[config.mk]
export PLATFORM = sky130hd
export DESIGN_NAME = tim_arbiter
export DESIGN_NICKNAME = d
export VERILOG_FILES = /design/src/rtl/tim_arbiter.sv
export SDC_FILE = /design/constraint.sdc
export NUM_CORES = 1
export LEC_CHECK = 0
export ABC_AREA = 1
export CAP_MARGIN = 5
export CORE_ASPECT_RATIO = 1.4
export CORE_MARGIN = 2
export CORE_UTILIZATION = 47
export CTS_CLUSTER_DIAMETER = 200
export CTS_CLUSTER_SIZE = 28
export DETAILED_ROUTE_END_ITERATION = 8
export PLACE_DENSITY = 0.87
export SYNTH_ARGS = -nofsm -noshare
export SYNTH_HDL_FRONTEND = slang
export SYNTH_SLANG_ARGS = --single-unit
export TNS_END_PERCENT = 10
[constraint.sdc]
create_clock -name clock -period 4.7 [get_ports clock]
set_input_delay 0.705 -clock clock [delete_from_list [all_inputs] [get_ports clock]]
set_output_delay 0.705 -clock clock [all_outputs]
set_load 0.005 [all_outputs]
[src/rtl/tim_arbiter.sv]
// rtl/tim_arbiter.sv - two-requester arbiter in front of the single tim port
//
// Purpose: shares one 1-cycle-latency tim port between instruction fetch (imem)
// and data load/store (dmem). Each cycle picks one candidate, drives it onto
// tim_*, parks the loser in a one-entry pending slot, and steers the tim
// response back to whichever port owned the previous cycle's request.
//
// Ports:
//   clock, reset                 rising-edge clock, async active-low reset
//   imem_valid/addr              fetch request pulse and byte address
//   imem_rdata/ready             fetch response pulse and data
//   dmem_valid/addr/wdata/wstrb  data request pulse (wstrb==0 means load)
//   dmem_rdata/ready             data response pulse and data
//   tim_valid/instr/addr/wdata/wstrb  request to tim (instr=1 for fetch)
//   tim_rdata/ready              tim response, one cycle after tim_valid
//
// Parameter arb_mode: 0 = round-robin on conflict, 1 = data port always wins.

module tim_arbiter #(
    parameter int unsigned arb_mode = 0
) (
    input  logic        clock,
    input  logic        reset,
    input  logic        imem_valid,
    input  logic [31:0] imem_addr,
    output logic [31:0] imem_rdata,
    output logic        imem_ready,
    input  logic        dmem_valid,
    input  logic [31:0] dmem_addr,
    input  logic [31:0] dmem_wdata,
    input  logic [3:0]  dmem_wstrb,
    output logic [31:0] dmem_rdata,
    output logic        dmem_ready,
    output logic        tim_valid,
    output logic        tim_instr,
    output logic [31:0] tim_addr,
    output logic [31:0] tim_wdata,
    output logic [3:0]  tim_wstrb,
    input  logic [31:0] tim_rdata,
    input  logic        tim_ready
);

    typedef enum logic { PORT_D = 1'b0, PORT_I = 1'b1 } port_e;

    // Pending slots hold a request that lost arbitration in its issue cycle.
    logic        pi_full;
    logic [31:0] pi_addr;
    logic        pd_full;
    logic [31:0] pd_addr;
    logic [31:0] pd_wdata;
    logic [3:0]  pd_wstrb;

    // Per-port outstanding flag: set on an accepted request, cleared by its ready.
    logic        i_out;
    logic        d_out;

    port_e       last_grant;
    logic        own_valid;
    port_e       own_port;

    logic        i_busy, d_busy;
    logic        i_new, d_new;
    logic        i_cand, d_cand;
    logic        data_first;
    logic        grant_i, grant_d;
    logic        resp_ok;

    // A port may issue again in the same cycle its ready pulses.
    assign i_busy = i_out && !imem_ready;
    assign d_busy = d_out && !dmem_ready;
    assign i_new  = imem_valid && !i_busy;
    assign d_new  = dmem_valid && !d_busy;

    assign i_cand = i_new || pi_full;
    assign d_cand = d_new || pd_full;

    assign data_first = (arb_mode != 0) || (last_grant == PORT_I);
    assign grant_d    = d_cand && (!i_cand || data_first);
    assign grant_i    = i_cand && !grant_d;

    always_comb begin
        tim_valid = 1'b0;
        tim_instr = 1'b0;
        tim_addr  = '0;
        tim_wdata = '0;
        tim_wstrb = '0;
        if (reset) begin
            if (grant_i) begin
                tim_valid = 1'b1;
                tim_instr = 1'b1;
                tim_addr  = pi_full ? pi_addr : imem_addr;
            end else if (grant_d) begin
                tim_valid = 1'b1;
                tim_addr  = pd_full ? pd_addr  : dmem_addr;
                tim_wdata = pd_full ? pd_wdata : dmem_wdata;
                tim_wstrb = pd_full ? pd_wstrb : dmem_wstrb;
            end
        end
    end

    // Owner is cleared asynchronously, so a tim_ready in the first cycle after
    // reset release finds no owner and is dropped.
    assign resp_ok    = reset && tim_ready && own_valid;
    assign imem_ready = resp_ok && (own_port == PORT_I);
    assign dmem_ready = resp_ok && (own_port == PORT_D);
    assign imem_rdata = imem_ready ? tim_rdata : 32'h0;
    assign dmem_rdata = dmem_ready ? tim_rdata : 32'h0;

    always_ff @(posedge clock or negedge reset) begin
        if (!reset) begin
            pi_full    <= 1'b0;
            pi_addr    <= '0;
            pd_full    <= 1'b0;
            pd_addr    <= '0;
            pd_wdata   <= '0;
            pd_wstrb   <= '0;
            i_out      <= 1'b0;
            d_out      <= 1'b0;
            last_grant <= PORT_D;
            own_valid  <= 1'b0;
            own_port   <= PORT_D;
        end else begin
            own_valid <= grant_i || grant_d;
            own_port  <= grant_i ? PORT_I : PORT_D;
            if (grant_i || grant_d) begin
                last_grant <= grant_i ? PORT_I : PORT_D;
            end

            // A full slot implies the port is busy, so a slot and a fresh
            // request never compete within the same port.
            if (grant_i) begin
                pi_full <= 1'b0;
            end else if (i_new) begin
                pi_full <= 1'b1;
                pi_addr <= imem_addr;
            end

            if (grant_d) begin
                pd_full <= 1'b0;
            end else if (d_new) begin
                pd_full  <= 1'b1;
                pd_addr  <= dmem_addr;
                pd_wdata <= dmem_wdata;
                pd_wstrb <= dmem_wstrb;
            end

            if (i_new) begin
                i_out <= 1'b1;
            end else if (imem_ready) begin
                i_out <= 1'b0;
            end

            if (d_new) begin
                d_out <= 1'b1;
            end else if (dmem_ready) begin
                d_out <= 1'b0;
            end
        end
    end

    a_imem_one_outstanding: assert property (@(posedge clock) disable iff (!reset)
        !(imem_valid && i_busy));
    a_dmem_one_outstanding: assert property (@(posedge clock) disable iff (!reset)
        !(dmem_valid && d_busy));

endmodule

---- Yosys cells after proc, flatten, opt, wreduce, memory -nomap -nowiden ----
Cells that the tools add are included.
operators by class
  mux-type cells .......................... 28
  bitwise operators ....................... 3
  reduce and logical (&&, ||, !) cells .... 26
operator list
  operator           count
  $mux 32            11
  $mux 4             4
  $mux 1             13
  $logic_and 1x1->1  10
  $reduce_bool 2->1  4
  $logic_not 1->1    6
  $logic_or 1x1->1   4
  $reduce_and 2->1   2
  $not 1->1          3
storage, ports and cells
  register bits after elaboration ......... 107
  input bits .............................. 137
  output and inout port bits .............. 136
  logic and storage cells ................. 68

---- Longest topological paths before layout ----
Gate-level depths: netlist of the first run.
  depth after elaboration ................. 15
  depth in mapped cells ................... 11
  mapped depth without buffers ............ 9

---- Worst setup path before layout of the first run ----
No wires, ideal clock.
  path kind ............................... in2out
  start point ............................. in reset
  end point ............................... out tim_addr[23]
  arrival ................................. 1.876 ns
  required time ........................... 3.995 ns
  setup slack ............................. 2.119 ns
  stages on the path ...................... 9
  buffers on the path ..................... 3
  path through ............................ buf_2 nand4_4 nand2_1 nand2_1 nand2_2 buf_4 buf_2 nand4_1 nand2_1
on the way
  cells in the longest elaborated chain, start to end .. 15
  elaborated cells between the ends (all ways) .. 22
  those cells by class .................... 3 x mux; 19 x reduce/logical
ends and longest elaborated chain
  item                            line  source
  start: declaration              23    input logic reset,
  $logic_and 1x1->1 (2 in a row)  103   assign resp_ok = reset && tim_ready && own_valid;
  $logic_and 1x1->1               104   assign imem_ready = resp_ok && (own_port == PORT_I);
  $logic_not 1->1                 69    assign i_busy = i_out && !imem_ready;
  $logic_and 1x1->1               69
  $logic_not 1->1                 71    assign i_new = imem_valid && !i_busy;
  $logic_and 1x1->1               71
  $logic_or 1x1->1                74    assign i_cand = i_new || pi_full;
  $logic_not 1->1                 78    assign grant_d = d_cand && (!i_cand || data_first);
  $logic_or 1x1->1                78
  $logic_and 1x1->1               78
  $logic_not 1->1                 79    assign grant_i = i_cand && !grant_d;
  $logic_and 1x1->1               79
  $mux 32                         88    if (grant_i) begin
  $mux 32 (*)                     87    if (reset) begin
  end: declaration                36    output logic [31:0] tim_addr,
Mark *: on every way between the ends. The rest lies on a longest branch, timed or not.

---- Worst setup path in the final report of the first run ----
  start point ............................. in tim_ready
  end point ............................... out tim_wdata[28]
on the way
  cells in the longest elaborated chain, start to end .. 15
  elaborated cells between the ends (all ways) .. 22
  those cells by class .................... 3 x mux; 19 x reduce/logical
ends and longest elaborated chain
  item                                line  source
  start: declaration                  40    input logic tim_ready
  $logic_and 1x1->1 (*) (2 in a row)  103
  $logic_and 1x1->1                   104
  $logic_not 1->1                     69
  $logic_and 1x1->1                   69
  $logic_not 1->1                     71
  $logic_and 1x1->1                   71
  $logic_or 1x1->1                    74
  $logic_not 1->1                     78
  $logic_or 1x1->1                    78
  $logic_and 1x1->1                   78
  $logic_not 1->1                     79
  $logic_and 1x1->1                   79
  $mux 32 (*)                         88
  $mux 32 (*)                         87
  end: declaration                    37    output logic [31:0] tim_wdata,
Marks and branches as above.

==> flow_metrics.tcl, run 1 <==
set metrics [dict create \
    power-per-cell-area_mw_per_mm2 335 \
    grt.overflow.total 0 \
    reg2regPathDepth 11 \
    timing.final.setup_violations 0 \
    layout_worst_path_cycle_share_pct 82.0 \
    grt_setup_unrepaired "no" \
    cts.reportedPaths.clkPinSlew_ps 70 \
    clock-sinks 107 \
    drt-vias-per-instance 5.23 \
    power.share.combinational_pct 28.7 \
    drt-wirelength-per-cell_um 15.5 \
    reg2reg_setup_slack_ps 1580 \
    layout.cells.most_common_list "431 x sky130_fd_sc_hd__nand2_1, 271 x sky130_fd_sc_hd__clkdlybuf4s50_1, 106 x sky130_fd_sc_hd__dfrtp_1" \
    cts_setup_buffers 0 \
    tritoncts "built" \
    timing.hold.ws_ps 264 \
    postRouteWirelength_um 21600 \
    fp.dieH_um 144 \
    ys_warn_count 0 \
    crit_path_end_kind "output pin" \
    internal_power_w 0.00216 \
    maxCapViolations 0 \
    post_route_cells_drive_above_1_share_pct 3.82 \
    timing.fmax_ghz 0.259 \
    synth_nets 1114 \
    clock_tree.buffer_depth 2 \
    status "finished, final reports clean" \
    crit_start "tim_ready" \
    yosys_register_bits 107 \
    drt-pass1-iter-count 5 \
    cts_resized 0 \
    leakage_nw 4.78 \
    ant_nets 0 \
    total_number_of_placement_rows 51 \
    port-buffer-count 272 \
    clk-insertion-delay-late_ps 350 \
    cp.buffers_inverters 3 \
    cts_buffers 9 \
    worstSetupPathDepth 11 \
    all_layer_global_routing_usage_pct 28.0 \
    maxSlewViolCount 0 \
    first_global_vias 6796 \
    report.final.hold_viol_count 0 \
    layout-area-overhead-vs-synth_pct 45.8 \
    layout_commonest_cell "sky130_fd_sc_hd__nand2_1" \
    r2r-start "pi_full" \
    clock-root-buffer "sky130_fd_sc_hd__clkbuf_16" \
    htreeDepth 3 \
    peakVddDrop_uv 241 \
    timing_worst_slew_pin_value_ps 942 \
    worst-path-max-fanout 36 \
    final_net_count 1337 \
    synthesis.area_mm2 0.00662 \
    relSlewSlack_pct 37.2 \
    cpMostUsedCell "sky130_fd_sc_hd__nand2_2" \
    power.switching_fraction_pct 33.1 \
    power_frac_seq_pct 47.5 \
    core_region_area_mm2 0.0138 \
    worst_setup_path_endpoint "tim_wdata[28]" \
    critPathLaunchType "primary input" \
    seq_area_frac_synth_pct 40.5 \
    cp_class "primary input to output pin" \
    grt_pass1_wl_um 34100 \
    avg_synthesized_cell_area_um2 6.77 \
    setup-tns-final_ps 0 \
    worstReg2RegEnd "pd_wdata[26]" \
    violation_count_after_the_first_detailed_route_iteration 502 \
    boundaryPins 273 \
    layout_min_cycle_time_ps 3860 \
    die_width_um 104 \
    dp_hpwl_um 15100 \
    largest_net_degree_at_the_start_of_global_routing 73 \
    power_frac_clock_pct 23.7 \
    critical-path-slowest-cell "sky130_fd_sc_hd__clkdlybuf4s50_1" \
    fp.dieArea_mm2 0.0151 \
    unique_masters_post_synth 22 \
    gpl.final_weighted_congestion 0.898 \
    hold_class "primary input to async pin" \
    post_route_clock_skew_ps 8.91 \
    worst-endpoint-required_ps 3990 \
    netlist_instances 977 \
    netSwitchingPower_w 0.00107 \
    groute.layer.met1.usage_pct 32.3 \
    grtUsageMet2_pct 49.6 \
    grt_most_used_layer "met2" \
    initial_antenna_violation_count 2 \
    num-fill-cells 1151 \
    worstPathCellList "clkdlybuf4s50_1, nand4_2, nand2_1, nand2_1, nand2_2, nand2_2, nand2_4, inv_2, nand2_2, nor2_1, clkdlybuf4s50_1" \
    remaining_drc_errors 0 \
    cts.hold.buffers_added 0 \
    critical-path-top-delay-family "simple AND/OR/NAND/NOR gates" \
    cp_data_arrival_time_ps 3150 \
    detailroute.via_count 7275 \
    gr-usage-met3_pct 6.80 \
    initial_utilization_pct 47.8 \
    cp_slowest_stage_delay_ps 530 \
]
## registers in the layout, indices dropped and copies added (netlist names)
signal      cells
d_out           1
pd_wstrb        4
own_valid       1
i_out           1
pi_full         1
pi_addr        32
pd_addr        32
data_first      1
own_port        1
pd_wdata       32
pd_full         1
## metal layers
metal	wire length, um	share of wire [%]
met5	0	0
met4	665	3.1
met2	11100	51
met3	1680	7.8
met1	8160	38
## worst reg2reg max path, stage by stage (launching register included)
cell and delay (ps):
sky130_fd_sc_hd__dfrtp_1 320, sky130_fd_sc_hd__buf_4 340, sky130_fd_sc_hd__inv_1 70, sky130_fd_sc_hd__buf_4 270, sky130_fd_sc_hd__nand2_2 150, sky130_fd_sc_hd__nand2_2 90
sky130_fd_sc_hd__nand2_4 80, sky130_fd_sc_hd__buf_4 600, sky130_fd_sc_hd__nand2_2 590, sky130_fd_sc_hd__buf_12 370, sky130_fd_sc_hd__nand2_1 80, sky130_fd_sc_hd__nand2_1 50
## how the worst min path moves through the flow
| stage | cells past startpoint | startpoint | end |
|---|---|---|---|
| after floorplan | 0 | reset | d_out |
| final | 1 | reset | pi_addr[14] |
| after global placement | 2 | pd_addr[3] | pd_addr[3] |
| after detailed placement | 2 | pd_addr[13] | pd_addr[13] |
| after CTS | 1 | reset | pi_addr[14] |
| after global routing | 1 | reset | pi_addr[14] |
## synth_stat cells (all sizes together)
library cell	instances	area (um2)
nand2	437	1660
dfrtp	107	2680
nor2	102	383
nand3	98	490
nand4	66	434
buf	48	272
inv	44	165
mux2i	36	360
clkbuf	30	113
a21oi	7	50.1
nor3	1	5.00
o21ai	1	5.00
## power groups by stage
stage	Clock, W	Sequential (W)	Combinational (W)
detailed placement	0	0.00154	0.000932
floorplan	0	0.00149	0.000564
CTS	0.000777	0.00153	0.000932
global route	0.000814	0.00158	0.00105
finish	0.000768	0.00154	0.000929
global placement	0	0.00152	0.000894
## area by class of cell
cell class / count / area, um2 / share of cell area (%)
Sequential cell: 107 / 2680 / 27.8
Clock buffer: 12 / 246 / 2.56
Timing Repair Buffer: 290 / 2880 / 29.9
Antenna cell: 1 / 2.50 / 0.0259
Multi-Input combinational cell: 748 / 3390 / 35.1
Tap cell: 185 / 231 / 2.40
Inverter: 44 / 165 / 1.71
Clock inverter: 4 / 50.0 / 0.519
## logic make-up after synthesis
family | after synthesis | share of synthesized area, %
mux | 36 | 5.45
compound gates | 8 | 0.832
simple gates | 704 | 44.9
buf+inv | 122 | 8.30
flops | 107 | 40.5
## through the flow
| step | instance area (um2) | setup slack [ps] | power [W] | utilization (%) | instances |
|---|---|---|---|---|---|
| final | 9650 | 845 | 0.00323 | 69.7 | 1391 |
| after global routing | 9650 | 608 | 0.00345 | 69.7 | 1391 |
| after CTS | 9640 | 854 | 0.00324 | 69.6 | 1390 |
| after detailed placement | 9350 | 874 | 0.00248 | 67.5 | 1374 |
| after global placement | 9350 | 1040 | 0.00242 | 67.5 | 1374 |
| after floorplan | 6620 | 2120 | 0.00205 | - | 977 |
Power figures use the tool's default switching activity.
==> inputs of run 2 (changes only) <==
--- a/config.mk
+++ b/config.mk
@@ -9,11 +9,11 @@
 export CAP_MARGIN = 5
 export CORE_ASPECT_RATIO = 1.4
 export CORE_MARGIN = 2
-export CORE_UTILIZATION = 47
+export CORE_UTILIZATION = 44
 export CTS_CLUSTER_DIAMETER = 200
 export CTS_CLUSTER_SIZE = 28
 export DETAILED_ROUTE_END_ITERATION = 8
-export PLACE_DENSITY = 0.87
+export PLACE_DENSITY = 0.82
 export SYNTH_ARGS = -nofsm -noshare
 export SYNTH_HDL_FRONTEND = slang
 export SYNTH_SLANG_ARGS = --single-unit
==> constraint.sdc (replaced) <==
create_clock -name clock -period 3.7 [get_ports clock]
set_input_delay 0.555 -clock clock [delete_from_list [all_inputs] [get_ports clock]]
set_output_delay 0.555 -clock clock [all_outputs]
set_load 0.005 [all_outputs]
==> run 2 against run 1 <==
Against the previous run:
- total power rose by 27%
- clock power is 24% higher
- critical path depth is 1 lower
- cell count rose by 1.2%
- register-to-register slack worse by 380 ps
- clock skew increased by 3.7 ps
- sequential cell count did not move
- routed wire length rose by 0.29%
- clock-buffer cell count is 3 lower
- highest routed layer unchanged
==> flow_metrics.tcl, run 2 (same netlist as run 1, synthesis figures left out) <==
set metrics [dict create \
    final_instance_area_mm2 0.00971 \
    maxCapViolations 0 \
    dp_hpwl_um 15800 \
    final_net_count 1345 \
    remaining_drc_errors 0 \
    clock-sinks 107 \
    cts.reportedPaths.clkPinSlew_ps 80 \
    grt_setup_unrepaired "no" \
    layout_min_cycle_time_ps 3380 \
    timing.hold.ws_ps 39.5 \
    regArea_mm2 0.00268 \
    postRouteWirelength_um 21600 \
    ant_nets 0 \
    clk-insertion-delay-late_ps 360 \
    post_route_clock_skew_ps 12.6 \
    reg.largest.list "pd_addr: 32 flops, pd_wdata: 32 flops, pi_addr: 32 flops" \
    multi_input_comb_area_mm2 0.00339 \
    report.final.hold_viol_count 0 \
    port-buffer-count 272 \
    tritoncts "built" \
    hold_class "primary input to async pin" \
    layout_worst_path_cycle_share_pct 91.4 \
    all_layer_global_routing_usage_pct 26.7 \
    drt-vias-per-instance 5.19 \
    drt-wirelength-per-cell_um 15.4 \
    crit_path_end_kind "output pin" \
    detailed_place.area_mm2 0.00942 \
    cts_resized 0 \
    timing_worst_slew_pin_value_ps 968 \
    clock_tree.buffer_depth 2 \
    relSlewSlack_pct 35.5 \
    worst-path-max-fanout 40 \
    layout_commonest_cell "sky130_fd_sc_hd__nand2_1" \
    fp.dieH_um 149 \
    setup-tns-final_ps 0 \
    violation_count_after_the_first_detailed_route_iteration 474 \
    num-fill-cells 1321 \
    boundaryPins 273 \
    cp_data_arrival_time_ps 2830 \
    dr_wl_met3_um 1760 \
    layout-area-overhead-vs-synth_pct 46.8 \
    detailroute.via_count 7309 \
    timing.fmax_ghz 0.296 \
    die_width_um 108 \
    clock-root-buffer "sky130_fd_sc_hd__clkbuf_16" \
    power-per-cell-area_mw_per_mm2 422 \
    initial_utilization_pct 44.5 \
    met2WireLength_um 10900 \
    cp_class "primary input to output pin" \
    maxSlewViolCount 0 \
    cts.hold.buffers_added 0 \
    initial_antenna_violation_count 2 \
    core_region_area_mm2 0.0149 \
    top_layer_used "met4" \
    fp.dieArea_mm2 0.0160 \
    cts_buffers 9 \
    leakage_nw 4.81 \
    grt.overflow.total 0 \
    drt-met1-wl_um 7980 \
    gpl.final_weighted_congestion 0.890 \
    worst-endpoint-required_ps 3140 \
    htreeDepth 3 \
    first_global_vias 6903 \
    grt_pass1_wl_um 34200 \
    post_route_cells_drive_above_1_share_pct 4.62 \
    critPathLaunchType "primary input" \
    total_number_of_placement_rows 53 \
    drt-pass1-iter-count 5 \
    largest_net_degree_at_the_start_of_global_routing 70 \
    cts_setup_buffers 0 \
    timing.final.setup_violations 0 \
    layout.cells.most_common_list "431 x sky130_fd_sc_hd__nand2_1, 271 x sky130_fd_sc_hd__clkdlybuf4s50_1, 106 x sky130_fd_sc_hd__dfrtp_1" \
    status "finished, final reports clean" \
    peakVddDrop_uv 244 \
]
[run 2: cell types whose count changed in the layout (fill, tap and decap cells not counted), sizes merged]
| cell | previous run | this run |
|---|---|---|
| buf | 19 | 27 |
| clkinvlp | 2 | 1 |
| diode | 1 | 2 |
| clkbuf | 12 | 9 |
| inv | 44 | 49 |
| bufinv | 1 | 0 |
[run 2: through the flow]
stage,power [W],cells,util [%],worst slack [ps]
final,0.00409,1407,65.4,317
after global routing,0.00438,1407,65.4,203
after CTS,0.00412,1405,65.3,334
after detailed placement,0.00316,1389,63.4,346
after global placement,0.00308,1389,63.4,435
after floorplan,0.00261,977,-,1420
[run 2: power by group]
part	internal [W]	total, W	switching [W]
clock network	0.000476	0.000954	0.000479
registers	0.00168	0.00195	0.000279
logic	0.000537	0.00119	0.000649
[run 2: final cells by class]
class | count | share of cell area [%]
inverters | 44 | 1.70
clock inverters | 7 | 0.670
clock buffers | 9 | 2.32
well taps | 192 | 2.47
diodes | 2 | 0.0515
repair buffers | 298 | 30.3
multi-input cells | 748 | 34.9
flip-flops and latches | 107 | 27.6
[run 2: critical path, stage by stage]
cell	delay (ps)
sky130_fd_sc_hd__clkdlybuf4s50_1	490
sky130_fd_sc_hd__nand4_2	140
sky130_fd_sc_hd__nand2_1	110
sky130_fd_sc_hd__nand2_1	130
sky130_fd_sc_hd__nand2_2	80
sky130_fd_sc_hd__nand2_2	110
sky130_fd_sc_hd__buf_4	380
sky130_fd_sc_hd__nand4_1	170
sky130_fd_sc_hd__nand2_1	150
sky130_fd_sc_hd__clkdlybuf4s50_1	510
[run 2: routing by layer]
metal,global-route usage (%),vias up
li1,-,3579
met1,30.2,3338
met2,46.8,335
met3,5.85,57
met4,13.9,0
met5,0,-
[run 2: final timing paths]
path	start	endpoint	slack, ps	cells after the start
max	tim_ready	tim_addr[8]	320	10
min in group clock	pi_addr[11]	pi_addr[11]	470	2
min	reset	pi_addr[23]	40	1
max reg2reg	pd_full	pd_addr[16]	1200	8
max in group asynchronous	reset	pd_wdata[14]	2610	3
min reg2reg	pi_addr[11]	pi_addr[11]	470	2
==> inputs of run 3 (changes only) <==
--- a/config.mk
+++ b/config.mk
@@ -8,11 +8,11 @@
 export ABC_AREA = 1
 export CAP_MARGIN = 5
 export CORE_ASPECT_RATIO = 1.4
-export CORE_MARGIN = 2
 export CORE_UTILIZATION = 44
 export CTS_CLUSTER_DIAMETER = 200
 export CTS_CLUSTER_SIZE = 28
 export DETAILED_ROUTE_END_ITERATION = 8
+export HOLD_SLACK_MARGIN = 0.05
 export PLACE_DENSITY = 0.82
 export SYNTH_ARGS = -nofsm -noshare
 export SYNTH_HDL_FRONTEND = slang
==> run 3 against run 2 <==
Against the previous run:
- clock skew decreased by 7.4 ps
- non-clock buffer count shrank 1
- global-route usage rose by 0.97 points
==> flow_metrics.tcl, run 3 (same netlist as run 1, synthesis figures left out) <==
set metrics [dict create \
    layout_min_cycle_time_ps 3510 \
    post_route_cells_drive_above_1_share_pct 4.54 \
    tritoncts "built" \
    initial_utilization_pct 45.4 \
    timing.final.setup_violations 0 \
    timing.hold.ws_ps 470 \
    port-buffer-count 272 \
    setup-tns-final_ps 0 \
    postRouteWirelength_um 21700 \
    reg.largest.list "pd_addr: 32 flops, pd_wdata: 32 flops, pi_addr: 32 flops" \
    dp_hpwl_um 15400 \
    cp_data_arrival_time_ps 2950 \
    core_region_area_mm2 0.0146 \
    cts_setup_buffers 0 \
    layout-area-overhead-vs-synth_pct 47.3 \
    timing_worst_slew_pin_value_ps 959 \
    post_route_clock_skew_ps 5.18 \
    fp.dieArea_mm2 0.0155 \
    critPathLaunchType "primary input" \
    layout.cells.most_common_list "431 x sky130_fd_sc_hd__nand2_1, 271 x sky130_fd_sc_hd__clkdlybuf4s50_1, 106 x sky130_fd_sc_hd__dfrtp_1" \
    worst-path-max-fanout 21 \
    cts.reportedPaths.clkPinSlew_ps 70 \
    drt-pass1-iter-count 5 \
    relSlewSlack_pct 36.1 \
    drt-wirelength-per-cell_um 15.5 \
    remaining_drc_errors 0 \
    initial_antenna_violation_count 2 \
    layout_commonest_cell "sky130_fd_sc_hd__nand2_1" \
    die_width_um 106 \
    power.total_w 0.00414 \
    peakVddDrop_uv 311 \
    leakage_nw 4.81 \
    cts_buffers 9 \
    clock-sinks 107 \
    final_net_count 1344 \
    largest_net_degree_at_the_start_of_global_routing 70 \
    all_layer_global_routing_usage_pct 27.7 \
    ant_nets 0 \
    hold_class "register to register" \
    gpl.final_weighted_congestion 0.824 \
    grt.overflow.total 0 \
    htreeDepth 3 \
    report.final.hold_viol_count 0 \
    violation_count_after_the_first_detailed_route_iteration 470 \
    timing.fmax_ghz 0.285 \
    power-per-cell-area_mw_per_mm2 425 \
    boundaryPins 273 \
    clock_tree.buffer_depth 2 \
    clock-root-buffer "sky130_fd_sc_hd__clkbuf_16" \
    first_global_vias 6724 \
    maxSlewViolCount 0 \
    status "finished, final reports clean" \
    drt-vias-per-instance 5.21 \
    detailroute.via_count 7317 \
    total_number_of_placement_rows 52 \
    layout_worst_path_cycle_share_pct 94.8 \
    grt_setup_unrepaired "no" \
    maxCapViolations 0 \
    crit_path_end_kind "output pin" \
    cp_class "primary input to output pin" \
    grt_pass1_wl_um 34200 \
    worst-endpoint-required_ps 3140 \
    clk-insertion-delay-late_ps 350 \
    fp.dieH_um 147 \
]
[run 3: critical path, cell delays in order]
cell and delay [ps]:
sky130_fd_sc_hd__dlygate4sd3_1 570, sky130_fd_sc_hd__buf_6 180, sky130_fd_sc_hd__nand4_2 120, sky130_fd_sc_hd__nand2_1 90, sky130_fd_sc_hd__nand2_1 130, sky130_fd_sc_hd__nand2_2 90, sky130_fd_sc_hd__nand2_2 140, sky130_fd_sc_hd__buf_4 250
sky130_fd_sc_hd__nand4_1 180, sky130_fd_sc_hd__nand2_1 130, sky130_fd_sc_hd__clkdlybuf4s50_1 500
[run 3: stage by stage]
step                std cells  area (um2)  utilization (%)  worst slack, ps
floorplan                 977        6620                -             1420
global placement         1384        9400             64.5              368
detailed placement       1384        9400             64.5              326
CTS                      1401        9720             66.7             60.3
global route             1403        9740             66.9             1.02
finish                   1404        9750             66.9              194
[run 3: worst paths after layout]
| check | endpoint | from | depth (start not counted) | slack, ps |
|---|---|---|---|---|
| worst max-delay path | tim_addr[29] | reset | 11 | 190 |
| worst min register to register | pd_addr[1] | pd_addr[1] | 2 | 470 |
| worst max register to register | pd_addr[0] | pd_full | 8 | 1250 |
| max in group asynchronous | pd_full | reset | 3 | 2170 |
| min in group asynchronous | pi_addr[26] | reset | 2 | 640 |
| worst min-delay path | pd_addr[1] | pd_addr[1] | 2 | 470 |
[run 3: routing by layer]
layer  part of all wire (%)  GRT usage (%)
met5                      0              0
met2                     51           48.9
met3                    7.4           5.68
met4                    3.9           13.8
met1                     38           31.7
[run 3: power breakdown]
group / internal (W) / switching (W) / total [W]
registers: 0.00168 / 0.000274 / 0.00195
clock network: 0.000550 / 0.000449 / 0.000999
logic: 0.000542 / 0.000649 / 0.00119
total: 0.00277 / 0.00137 / 0.00414
[run 3: area by class of cell]
cell class              instances  area [um2]
clock buffers                  10         239
repair buffers                297        2950
well taps                     189         236
diodes                          3        7.51
multi-input cells             748        3390
clock inverters                 6        71.3
flip-flops and latches        107        2680
inverters                      44         165
fillers                      1247        4830
[run 3: repair_timing]
item / CTS / global route
endpoints found under the setup margin: 0 / 59
endpoints found under the hold margin: 4 / 0
gates resized for setup: 0 / 5
hold buffers: 1 / 0
